--- src/rtl/switch_arbiter.sv ---
// rtl/switch_arbiter.sv - round-robin packet merge arbiter driving a registered output and source select
// Optional lock-release timeout enabled by defining SWITCH_ARB_TIMEOUT_EN.
module switch_arbiter #(
  parameter int NCH     = 8,
  parameter int WIDTH   = 16,
  parameter int SELW    = 3,
  parameter int TIMEOUT = 15
) (
  input  logic             i_clk,
  input  logic             i_rst,
  input  logic [NCH-1:0]   i_in_valid,
  input  logic [WIDTH-1:0] i_in_data [NCH],
  input  logic [NCH-1:0]   i_in_last,
  output logic [NCH-1:0]   o_in_ready,
  output logic             o_out_valid,
  output logic [WIDTH-1:0] o_out_data,
  output logic             o_out_last,
  output logic [SELW-1:0]  o_out_sel,
  input  logic             i_out_ready
);

  typedef enum logic {ST_IDLE, ST_LOCKED} state_t;

  state_t           r_state, w_state_nxt;
  logic [SELW-1:0]  r_ptr, w_ptr_nxt;
  logic [SELW-1:0]  r_grant, w_grant_nxt;
  logic [SELW-1:0]  w_rr_idx;
  logic             w_any_req;
  logic             w_can_load;
  logic             w_xfer;
  logic             w_timeout;

  logic             r_out_valid;
  logic [WIDTH-1:0] r_out_data;
  logic             r_out_last;
  logic [SELW-1:0]  r_out_sel;

  // Scan from highest offset down so the nearest requester after r_ptr wins.
  always_comb begin
    logic [SELW-1:0] w_idx;
    w_rr_idx  = r_ptr;
    w_any_req = 1'b0;
    w_idx     = r_ptr;
    for (int i = NCH - 1; i >= 0; i--) begin
      w_idx = r_ptr + SELW'(i);
      if (i_in_valid[w_idx]) begin
        w_rr_idx  = w_idx;
        w_any_req = 1'b1;
      end
    end
  end

  assign w_can_load = !r_out_valid || i_out_ready;
  assign w_xfer     = (r_state == ST_LOCKED) && i_in_valid[r_grant] && w_can_load;

  always_comb begin
    o_in_ready = '0;
    if (r_state == ST_LOCKED) begin
      o_in_ready[r_grant] = w_can_load;
    end
  end

`ifdef SWITCH_ARB_TIMEOUT_EN
  localparam int TW = (TIMEOUT < 1) ? 1 : $clog2(TIMEOUT + 1);
  logic [TW-1:0] r_idle_cnt;

  assign w_timeout = (r_state == ST_LOCKED) && !i_in_valid[r_grant] &&
                     (r_idle_cnt == TW'(TIMEOUT - 1));

  // Counts consecutive starved LOCKED cycles; held at zero while IDLE so each lock starts fresh.
  always_ff @(posedge i_clk or posedge i_rst) begin
    if (i_rst) begin
      r_idle_cnt <= '0;
    end else if (r_state != ST_LOCKED || i_in_valid[r_grant] || w_timeout) begin
      r_idle_cnt <= '0;
    end else begin
      r_idle_cnt <= r_idle_cnt + TW'(1);
    end
  end
`else
  assign w_timeout = (TIMEOUT < 0);
`endif

  always_comb begin
    w_state_nxt = r_state;
    w_grant_nxt = r_grant;
    w_ptr_nxt   = r_ptr;
    case (r_state)
      ST_IDLE: begin
        if (w_any_req) begin
          w_grant_nxt = w_rr_idx;
          w_state_nxt = ST_LOCKED;
        end
      end
      ST_LOCKED: begin
        if ((w_xfer && i_in_last[r_grant]) || w_timeout) begin
          w_state_nxt = ST_IDLE;
          w_ptr_nxt   = r_grant + SELW'(1);
        end
      end
      default: w_state_nxt = ST_IDLE;
    endcase
  end

  always_ff @(posedge i_clk or posedge i_rst) begin
    if (i_rst) begin
      r_state <= ST_IDLE;
      r_ptr   <= '0;
      r_grant <= '0;
    end else begin
      r_state <= w_state_nxt;
      r_ptr   <= w_ptr_nxt;
      r_grant <= w_grant_nxt;
    end
  end

  always_ff @(posedge i_clk or posedge i_rst) begin
    if (i_rst) begin
      r_out_valid <= 1'b0;
      r_out_data  <= '0;
      r_out_last  <= 1'b0;
      r_out_sel   <= '0;
    end else if (w_xfer) begin
      r_out_valid <= 1'b1;
      r_out_data  <= i_in_data[r_grant];
      r_out_last  <= i_in_last[r_grant];
      r_out_sel   <= r_grant;
    end else if (i_out_ready) begin
      r_out_valid <= 1'b0;
    end
  end

  assign o_out_valid = r_out_valid;
  assign o_out_data  = r_out_data;
  assign o_out_last  = r_out_last;
  assign o_out_sel   = r_out_sel;

endmodule
--- config.mk ---
export PLATFORM = sky130hd
export DESIGN_NAME = switch_arbiter
export DESIGN_NICKNAME = d
export VERILOG_FILES = /design/src/rtl/switch_arbiter.sv
export SDC_FILE = /design/constraint.sdc
export NUM_CORES = 1
export LEC_CHECK = 0
export ABC_AREA = 1
export CAP_MARGIN = 20
export CELL_PAD_IN_SITES_DETAIL_PLACEMENT = 1
export CELL_PAD_IN_SITES_GLOBAL_PLACEMENT = 2
export CORE_UTILIZATION = 17
export DETAILED_ROUTE_END_ITERATION = 10
export PLACE_DENSITY = 0.8
export SETUP_SLACK_MARGIN = 0.15
export SLEW_MARGIN = 20
export SYNTH_ARGS = -nofsm -noshare
export SYNTH_HDL_FRONTEND = slang
export SYNTH_SLANG_ARGS = --single-unit
--- constraint.sdc ---
create_clock -name i_clk -period 2.7 [get_ports i_clk]
set_input_delay 0.54 -clock i_clk [delete_from_list [all_inputs] [get_ports i_clk]]
set_output_delay 0.54 -clock i_clk [all_outputs]
set_load 0.05 [all_outputs]
==> run summary <==
STA puts the critical path data required time at 2.16 ns. Cell at the root of the clock tree: clkbuf_16. The first detailed-routing pass took 4 iterations. The sequential element share of the synthesized area came out at 0.252.

Traced cell by cell, the critical path runs through clkdlybuf4s50_1 > nor2_4 > inv_1 > nand2_1 > nor2_1 > buf_12. Wires add up to 13.8 mm. The number of cells on the worst reg-to-reg path is 11.

Max-cap violations in this run came to 0. Class of the most critical hold timing path: reg -> reg. TritonCTS built the clock tree. The run gives 0.27 ns as the clock latency at the later pin of the worst-skew pair. The area occupied by registers is 703 um2. The weighted congestion at the end of routability-driven global placement is 0.858.

In this run the core area contains 46 standard-cell rows. The total overflow reported by the global router came out at 0. Summed over all cells, the static leakage comes to 2.03 nW. The post-synth design cell area is 2780 um2, and the number of hold-slack violations in the final timing report is 0. The number of nets in the synthesized netlist is 597. The core region area was 15900 um2; the average detailed-routed wire length per instance was 16.7 um. Global-route wire length before repair: 21.6 mm.

Maximum number of pins on one net before global-route repair: 60. The overall die area was 16800 um2. By area the synthesized netlist is led by dfrtp_1 (25%), nor2_1 (14%), nand2_1 (13%). The final clock skew is 0.00365 ns, and the number of global-route vias before repair is 4134.

The power density of the placed cells is 1170 nW/um2. Averaged over all synthesized cells, the footprint is 6.21 um2. Summed over all nets, the half-perimeter wirelength after detailed placement is 11.3 mm. For the initial standard-cell utilization of the core, the log shows 0.175. Buffers placed on the I/O ports in this run total 175.

Prior to clock tree synthesis, the placed netlist has a worst setup slack of 0.0769 ns. Static timing analysis puts the maximum clock frequency at 417 MHz. The run gives 1954 as the number of fill cells in the layout. Slew of the pin with the lowest slew margin: 0.566 ns.

Relative to the synthesized area, the layout overhead comes to 79.2%. The tree built by TritonCTS fans out to 28 sinks. The number of hold buffers added after CTS was 0. The final worst-path cycle share works out to 0.889. The hold path startpoint is o_out_sel[2]. The clock passes through at most 2 buffers. The logs give 0.167 for the global-route usage over all layers and 766 for the final net count. Die width: 130 um. Grouping stages by cell kind, the critical path spends the most delay in buffers and inverters. 0 antenna diodes ended up in the layout. For the area occupied by multi-input gates, the log shows 1850 um2. The cell type contributing the most total cell area after synthesis was dfrtp_1. The top-area cell type share of the netlist area is 0.252, and the count of antenna-violating nets left after detailed routing is 0. The run gives 1 as the number of levels the H-tree was split into. The tools report the critical path capture point type as an output pin.

STA classifies the critical path startpoint as an input port. The total negative slack was 0 ns; the final-report max-slew violation count was 0. The number of antenna violations at the first check in global routing was 0; the largest stage delay on the critical path was 0.45 ns.

For this run, design rule violations remaining after detail routing come to 0. Setup repair after global routing left no endpoint under its margin. The flow ran to the end, and the final reports show no timing, DRC or antenna violations. The worst setup path is of the in -> out kind.

From bottom edge to top edge, the die measures 130 um. The largest driver fanout on the critical path is 7. The data arrival time of the critical path was 1.86 ns. The tools report the end of the worst register-to-register path as r_grant[1]. Subtracting the final worst setup slack from the clock period gives 2.40 ns. The number of library cell types mapped by synthesis was 33; the end-of-flow core utilization was 0.313. The clock input transition at the sequential cells of the worst setup and hold paths was 0.07 ns.

Counting flops and latches in the post-synthesis netlist gives 28. Setup slack on the worst reg-to-reg path comes out at 0.40 ns. The layout cell share with drive strength beyond 1 was 0.0911; the worst path buffer plus inverter count was 3. Once routing completed, OpenROAD measured the worst setup slack at 0.300 ns.

The sink of the worst hold path is o_out_sel[2]. The number of buffers inserted during clock tree synthesis was 3; the maximum ir drop on the vdd rail was 0.000461 V. The highest-delay cell along the critical path is clkdlybuf4s50_1. Synthesis produced a netlist whose cell count is 447. 176 I/O pins were placed. The depth of the worst hold-timing path came out at 2.

After detailed routing, the number of vias per cell comes to 4.60. The number of vias in the routed layout was 3820. The total of endpoints with negative setup slack in the final report is 0, and the tightest slew margin relative to the limit is 0.622. The final non-filler cell area was 4980 um2; the post-placement cell area was 4860 um2. Worst reg2reg path startpoint: r_ptr[1]. The count of routing violations after the opening detailed-route iteration is 103.

For this run, the number of Yosys warnings is 0.
layout by cell type (no fill, tap or decap), drive strengths merged, types with 11 or more instances in the layout:
cell | netlist | final
dfrtp | 28 | 28
inv | 26 | 26
o32ai | 12 | 12
nor2 | 106 | 106
buf | 16 | 23
nand2 | 97 | 97
nand3 | 35 | 35
a21oi | 21 | 21
clkdlybuf4s50 | 0 | 167
o21ai | 53 | 53
a41oi | 11 | 11
metrics by stage:
step | cells | power [mW] | hold WS (ns)
2_1_floorplan | 447 | 3.89 | 0.507
3_3_place_gp | 827 | 5.35 | 0.467
3_5_place_dp | 827 | 5.45 | 0.475
4_1_cts | 831 | 5.94 | 0.495
5_1_grt | 831 | 6.42 | 0.512
6_report | 831 | 5.84 | 0.486
cell families (layout without fill, tap and decap cells):
kind of cell	Yosys count	in the layout	synth area share
AOI/OAI and AO/OA	113	113	0.258
buffers and inverters	53	221	0.0901
and+or+nand+nor	245	245	0.370
xor gates and xnor gates	5	5	0.0158
adders and majority gates	3	3	0.0135
DFF	28	28	0.252
cells in the mapped netlist (all sizes together):
cell,number
a21oi,21
a221oi,5
a41oi,11
and2,1
buf,16
clkbuf,10
clkinv,1
dfrtp,28
ha,3
inv,26
nand2,97
nand3,35
nor2,106
nor3,6
o2111ai,1
o211ai,4
o21ai,53
o21bai,1
o221ai,5
o32ai,12
xnor2,3
xor2,2
power by group:
part	total [mW]	internal [mW]	leakage (nW)	switching [mW]
sequential	0.816	0.637	0.327	0.179
combinational	4.57	1.62	1.65	2.95
clock	0.454	0.296	0.0511	0.158
timing repair:
action / CTS / global route
setup endpoints to repair: 2 / 6
gates cloned: 0 / 0
gates resized for setup: 1 / 3
setup buffers: 0 / 0
state kept, by name, summed over array words and instances, names as in the netlist:
register,count
r_grant,3
o_out_last,1
o_out_data,16
o_out_sel,3
r_ptr,3
o_out_valid,1
r_state,1
worst min-delay path: stages, from the launching register on:
cell	delay, ns
dfrtp_1	0.36
nand2_1	0.05
nand2_1	0.05
worst max-delay path by stage:
stage | end | cells past startpoint | from
2_1_floorplan | o_in_ready[3] | 5 | r_grant[0]
3_3_place_gp | o_in_ready[0] | 6 | i_out_ready
3_5_place_dp | o_in_ready[0] | 6 | i_out_ready
4_1_cts | r_grant[1] | 11 | r_ptr[1]
5_1_grt | r_grant[1] | 12 | r_ptr[1]
6_report | o_in_ready[0] | 6 | i_out_ready
per-layer routing:
| layer | vias to the layer above | GRT usage | wire length (um) |
|---|---|---|---|
| li1 | 1857 | - | - |
| met1 | 1812 | 0.180 | 5320 |
| met2 | 138 | 0.330 | 7350 |
| met3 | 13 | 0.0390 | 999 |
| met4 | 0 | 0.0328 | 172 |
| met5 | - | 0 | 0 |
area by class of cell:
class	instances	share of cell area
Inverter	27	0.0211
Clock inverter	1	0.00603
Timing Repair Buffer	190	0.391
Sequential cell	28	0.141
Clock buffer	3	0.0151
Tap cell	216	0.0543
Multi-Input combinational cell	366	0.371
Note: power is estimated with default switching activity, not from simulation.
